$ cat src/rtl/slice_serial_alu_if.sv
// slice_serial_alu_if: start/done handshake and operand/result bus of the serial slice ALU
interface slice_serial_alu_if #(parameter int WIDTH = 16);
  logic start_i, chain_i, m_i, c_n_i;
  logic [WIDTH-1:0] a_i, b_i;
  logic [3:0] s_i;
  logic ready_o, done_o, c_n_out_o, a_eq_b_o, g_o, p_o;
  logic [WIDTH-1:0] f_o;
  modport master (
    output start_i, chain_i, a_i, b_i, s_i, m_i, c_n_i,
    input  ready_o, done_o, f_o, c_n_out_o, a_eq_b_o, g_o, p_o
  );
  modport slave (
    input  start_i, chain_i, a_i, b_i, s_i, m_i, c_n_i,
    output ready_o, done_o, f_o, c_n_out_o, a_eq_b_o, g_o, p_o
  );
endinterface

$ cat src/rtl/slice_serial_alu.sv
// slice_serial_alu: WIDTH-bit 74181-style ALU evaluated one 4-bit slice per clock
module slice_serial_alu #(parameter int WIDTH = 16) (
  input logic clk,
  input logic rst,
  slice_serial_alu_if.slave bus
);
  localparam int NSLICE = WIDTH / 4;
  localparam int KW = NSLICE > 1 ? $clog2(NSLICE) : 1;
  typedef enum logic {IDLE, RUN} state_t;
  state_t state_q;
  logic [KW-1:0] k_q;
  logic [WIDTH-1:0] a_q, b_q, res_q, f_q, res_d;
  logic [3:0] s_q, x, y, sl;
  logic [4:0] sum;
  logic m_q, c_q, carry_q, gacc_q, pacc_q;
  logic done_q, c_n_out_q, a_eq_b_q, g_q, p_q;
  logic g_k, g_d, p_d, last;
  always_comb begin
    x = a_q[3:0] | (b_q[3:0] & {4{s_q[0]}}) | (~b_q[3:0] & {4{s_q[1]}});
    y = (a_q[3:0] & ~b_q[3:0] & {4{s_q[2]}}) | (a_q[3:0] & b_q[3:0] & {4{s_q[3]}});
    sum = {1'b0, x} + {1'b0, y} + {4'b0, c_q};
    // y implies x bitwise, so x alone serves as the propagate term
    g_k = y[3] | (x[3] & (y[2] | (x[2] & (y[1] | (x[1] & y[0])))));
    g_d = g_k | (&x & gacc_q);
    p_d = pacc_q & (&x);
    sl = m_q ? ~(x ^ y) : sum[3:0];
    res_d = (res_q >> 4) | (WIDTH'(sl) << (WIDTH - 4));
    last = k_q == KW'(NSLICE - 1);
  end
  always_ff @(posedge clk or posedge rst)
    if (rst) begin
      state_q <= IDLE;
      k_q <= '0;
      a_q <= '0;
      b_q <= '0;
      res_q <= '0;
      s_q <= '0;
      m_q <= 1'b0;
      c_q <= 1'b0;
      gacc_q <= 1'b0;
      pacc_q <= 1'b0;
      carry_q <= 1'b0;
      f_q <= '0;
      done_q <= 1'b0;
      c_n_out_q <= 1'b1;
      a_eq_b_q <= 1'b0;
      g_q <= 1'b0;
      p_q <= 1'b0;
    end else begin
      done_q <= 1'b0;
      case (state_q)
        IDLE: if (bus.start_i) begin
          state_q <= RUN;
          k_q <= '0;
          a_q <= bus.a_i;
          b_q <= bus.b_i;
          s_q <= bus.s_i;
          m_q <= bus.m_i;
          c_q <= bus.chain_i ? carry_q : ~bus.c_n_i;
          gacc_q <= 1'b0;
          pacc_q <= 1'b1;
        end
        RUN: begin
          a_q <= a_q >> 4;
          b_q <= b_q >> 4;
          res_q <= res_d;
          c_q <= sum[4];
          gacc_q <= g_d;
          pacc_q <= p_d;
          k_q <= k_q + KW'(1);
          if (last) begin
            state_q <= IDLE;
            done_q <= 1'b1;
            f_q <= res_d;
            c_n_out_q <= m_q | ~sum[4];
            a_eq_b_q <= &res_d;
            g_q <= ~m_q & g_d;
            p_q <= ~m_q & p_d;
            carry_q <= ~m_q & sum[4];
          end
        end
        default: state_q <= IDLE;
      endcase
    end
  assign bus.ready_o = state_q == IDLE;
  assign bus.done_o = done_q;
  assign bus.f_o = f_q;
  assign bus.c_n_out_o = c_n_out_q;
  assign bus.a_eq_b_o = a_eq_b_q;
  assign bus.g_o = g_q;
  assign bus.p_o = p_q;
endmodule

$ cat src/flat_wrapper.sv
// flat-port wrapper written by rule: the top's interface ports become plain ports
module slice_serial_alu_flat 
#(parameter int WIDTH = 16)
  (clk, rst, bus_start_i, bus_chain_i, bus_a_i, bus_b_i, bus_s_i, bus_m_i, bus_c_n_i, bus_ready_o, bus_done_o, bus_f_o, bus_c_n_out_o, bus_a_eq_b_o, bus_g_o, bus_p_o);
  slice_serial_alu_if #(.WIDTH(WIDTH)) bus_i ();
  input logic clk;
  input logic rst;
  input wire logic [$bits(bus_i.start_i)-1:0] bus_start_i;
  input wire logic [$bits(bus_i.chain_i)-1:0] bus_chain_i;
  input wire logic [$bits(bus_i.a_i)-1:0] bus_a_i;
  input wire logic [$bits(bus_i.b_i)-1:0] bus_b_i;
  input wire logic [$bits(bus_i.s_i)-1:0] bus_s_i;
  input wire logic [$bits(bus_i.m_i)-1:0] bus_m_i;
  input wire logic [$bits(bus_i.c_n_i)-1:0] bus_c_n_i;
  output wire logic [$bits(bus_i.ready_o)-1:0] bus_ready_o;
  output wire logic [$bits(bus_i.done_o)-1:0] bus_done_o;
  output wire logic [$bits(bus_i.f_o)-1:0] bus_f_o;
  output wire logic [$bits(bus_i.c_n_out_o)-1:0] bus_c_n_out_o;
  output wire logic [$bits(bus_i.a_eq_b_o)-1:0] bus_a_eq_b_o;
  output wire logic [$bits(bus_i.g_o)-1:0] bus_g_o;
  output wire logic [$bits(bus_i.p_o)-1:0] bus_p_o;
  assign bus_i.start_i = bus_start_i;
  assign bus_i.chain_i = bus_chain_i;
  assign bus_i.a_i = bus_a_i;
  assign bus_i.b_i = bus_b_i;
  assign bus_i.s_i = bus_s_i;
  assign bus_i.m_i = bus_m_i;
  assign bus_i.c_n_i = bus_c_n_i;
  assign bus_ready_o = bus_i.ready_o;
  assign bus_done_o = bus_i.done_o;
  assign bus_f_o = bus_i.f_o;
  assign bus_c_n_out_o = bus_i.c_n_out_o;
  assign bus_a_eq_b_o = bus_i.a_eq_b_o;
  assign bus_g_o = bus_i.g_o;
  assign bus_p_o = bus_i.p_o;
  slice_serial_alu #(.WIDTH(WIDTH)) u_core (.clk(clk), .rst(rst), .bus(bus_i));
endmodule
$ cat config.mk
export PLATFORM = sky130hd
export DESIGN_NAME = slice_serial_alu_flat
export DESIGN_NICKNAME = d
export VERILOG_FILES = /design/src/rtl/slice_serial_alu_if.sv /design/src/rtl/slice_serial_alu.sv /design/src/flat_wrapper.sv
export SDC_FILE = /design/constraint.sdc
export NUM_CORES = 1
export LEC_CHECK = 0
export ABC_AREA = 1
export CAP_MARGIN = 40
export CORE_UTILIZATION = 54
export CTS_BUF_LIST = sky130_fd_sc_hd__clkbuf_8
export CTS_CLUSTER_DIAMETER = 60
export CTS_CLUSTER_SIZE = 40
export DETAILED_ROUTE_END_ITERATION = 8
export GPL_TIMING_DRIVEN = 0
export PLACE_DENSITY = 0.82
export SLEW_MARGIN = 20
export SYNTH_ARGS = -nofsm -noshare
export SYNTH_HDL_FRONTEND = slang
export SYNTH_SLANG_ARGS = --single-unit
$ cat constraint.sdc
create_clock -name clk -period 2.6 [get_ports clk]
set_clock_uncertainty 0.05 [all_clocks]
set_input_delay 0.39 -clock clk [delete_from_list [all_inputs] [get_ports clk]]
set_output_delay 0.39 -clock clk [all_outputs]
set_load 0.05 [all_outputs]
==> results.yml <==
status:
  outcome: "complete, no violations"
clock_tree:
  cts_tree: "done"
  h-tree-depth: 3
  clk_latency_ns: 0.35
  hold_buffers: 0
  path_clk_slew_ns: 0.08
  cts_root_buffer: "clkbuf_8"
  cts.sinks: 77
  clockBufferDepth: 2
  numCtsBuffers: 9
  cts_resized: 0
  cts_setup_buffers: 0
finish:
  drive_gt1_frac: 0.101
  antenna_cells: 0
  multi_input_area_um2: 1250
  layout.area.seq_um2: 1930
  area_growth_pct: 27.8
  nFillCells: 460
  finalNetCount: 508
  design_area_um2: 4400
logic_synthesis:
  syn-cell-area_um2: 3440
  avgSynthCellArea_um2: 8.96
  synth-seq-cells: 77
  yosys.area.top_type_share: 0.553
  synthTopCellsByArea: "dfrtp_1, nand2_1, o21ai_0"
  synthCells: 384
  synthesis.nets: 433
  yosys_warnings: 0
  synth_cell_types: 31
  synth_seq_area_share: 0.560
  yosys.area.top_type: "dfrtp_1"
floorplanning:
  dieArea_um2: 6700
  die_w_um: 81.8
  core_um2: 6030
  initial_core_util: 0.571
  die_h_um: 81.8
  rows: 28
  pin_count: 64
route:
  avgRoutedWirePerCell_um: 14.1
  routed_via_density: 5.31
  remaining_drc_errors: 0
  drtIter0Drc: 194
  drt-pass1-iter-count: 4
  num_vias: 2860
  finalWirelength_um: 7620
  ant_nets: 0
worst_setup_path:
  cp_data_arrival_time_ns: 2.53
  cpPeakStageDelay_ns: 0.42
  criticalPathCategory: "flip-flop to flip-flop"
  cp-end-kind: "flip-flop"
  worst-path-buf-inv: 3
  crit_path_top_delay_cell: "fa_1"
  crit_fanout: 3
  startpoint_type: "flip-flop"
  crit_path_cell_trace: "inv_1, nand3_1, nand2_1, inv_1, fa_1, inv_1, fa_1, nand2_1, o21ai_2, nand2_1, nor3_2, nand3_1, o21ai_1"
  crit_family: "adder cells"
  worstPathRequired_ns: 2.78
sta:
  slew_viol_final: 0
  fmax_ghz: 0.425
  post-route-period-util: 0.904
  hold_viol_final: 0
  fin_hold_ws_ns: 0.334
  worstMarginPinSlew_ns: 0.512
  rsz0062_at_grt: "no"
  min_period_ns: 2.35
  relSlewSlack: 0.658
  setup_viol: 0
job:
  maxCapViolCount: 0
global_route:
  antenna_found_initial: 0
  track_usage: 0.262
  grt_first_pass_wirelength_um: 12900
  grt_pass1_vias: 2842
  grt_start_max_net_pins: 51
  overflow: 0
pwr:
  leakage_nw: 2.13
  powerDensity_nw_per_um2: 1240
  ir_drop_mv: 1.08
worst_hold_path:
  hp-class: "input pin to async pin"
placement:
  dpl_cell_area_um2: 4200
  dp_hpwl_um: 5650
  gp_congestion: 0.803
  io_buffers: 63
## placed cells by master (no fill, tap or decap), types with 2 or more instances in the layout
| cell type | n |
|---|---|
| a21oi_1 | 6 |
| a22o_1 | 4 |
| a22oi_1 | 3 |
| buf_2 | 13 |
| buf_6 | 3 |
| clkbuf_8 | 10 |
| clkdlybuf4s50_1 | 62 |
| clkinv_2 | 3 |
| clkinv_4 | 2 |
| dfrtp_1 | 76 |
| fa_1 | 2 |
| ha_1 | 5 |
| inv_1 | 39 |
| inv_2 | 4 |
| nand2_1 | 134 |
| nand3_1 | 15 |
| nand3_2 | 2 |
| nand4_1 | 2 |
| nor2_1 | 9 |
| o211ai_1 | 4 |
| o21ai_0 | 32 |
| o21ai_1 | 6 |
| o221ai_1 | 12 |
## stage by stage
step	util	worst slack, ns	power [mW]	instances	TNS, ns
2_1_floorplan	-	0.195	3.75	384	0
3_3_place_gp	0.691	-0.947	4.43	522	-71.93
3_5_place_dp	0.696	0.302	4.55	523	0
4_1_cts	0.730	0.0123	5.46	539	0
5_1_grt	0.730	0.0732	5.85	539	0
6_report	0.730	0.249	5.44	539	0
## synth_stat cells (all sizes together)
cell type    n
nand2      136
nand4        2
o21bai       1
nand3b       1
a22oi        3
dfstp        1
nor3         2
o21a         1
o221ai      12
ha           5
a21oi        6
xnor2        1
buf         16
nand3       17
a22o         4
dfrtp       76
nor2        11
o211ai       4
fa           2
o21ai       39
inv         44
## power by group
group          internal, mW  switching, mW
Clock                 0.468          0.446
Combinational         0.893           1.65
Sequential             1.68          0.303
## metal layers
metal / part of all wire / wire (um) / track usage
met5: 0 / 0 / 0
met4: 0.030 / 229 / 0.114
met3: 0.043 / 325 / 0.0600
met2: 0.48 / 3680 / 0.436
met1: 0.44 / 3380 / 0.327
## state kept, by name, indices dropped and copies added, names as in the netlist
name,flops
u_core.a_q,16
u_core.b_q,16
u_core.bus.f_o,16
u_core.res_q,12
u_core.s_q,4
u_core.k_q,2
u_core.bus.a_eq_b_o,1
u_core.bus.c_n_out_o,1
u_core.bus.done_o,1
u_core.bus.g_o,1
u_core.bus.p_o,1
u_core.c_q,1
u_core.carry_q,1
u_core.gacc_q,1
u_core.m_q,1
u_core.pacc_q,1
u_core.state_q,1
## layout make-up
cell class / instances / area share
plain buffers: 16 / 0.0225
clock buffers: 10 / 0.0313
clock inverters: 6 / 0.0142
inverters: 44 / 0.0381
multi-input cells: 247 / 0.284
flip-flops and latches: 77 / 0.438
well taps: 75 / 0.0213
repair buffers: 64 / 0.150
## cell families (layout without fill, tap and decap cells)
kind of cell | count (synthesis) | after routing | share of synthesized area
flops | 77 | 77 | 0.560
fa+ha+maj | 7 | 7 | 0.0298
simple gates | 169 | 169 | 0.204
xor+xnor | 1 | 1 | 0.00254
buf+inv | 60 | 140 | 0.0767
compound gates | 70 | 70 | 0.127
## path summary, 6_finish.rpt
| path | start | end | slack [ns] | depth (start not counted) |
|---|---|---|---|---|
| worst max-delay path | u_core.b_q[0] | u_core.bus.a_eq_b_o | 0.25 | 13 |
| worst min-delay path | rst | u_core.a_q[13] | 0.33 | 2 |
| worst max register to register | u_core.b_q[0] | u_core.bus.a_eq_b_o | 0.25 | 13 |
| worst min register to register | u_core.bus.c_n_out_o | u_core.bus.c_n_out_o | 0.42 | 2 |
| max in group asynchronous | rst | u_core.bus.c_n_out_o | 1.56 | 3 |
| min in group clk | u_core.bus.c_n_out_o | u_core.bus.c_n_out_o | 0.42 | 2 |
Note: power is estimated with default switching activity, not from simulation.
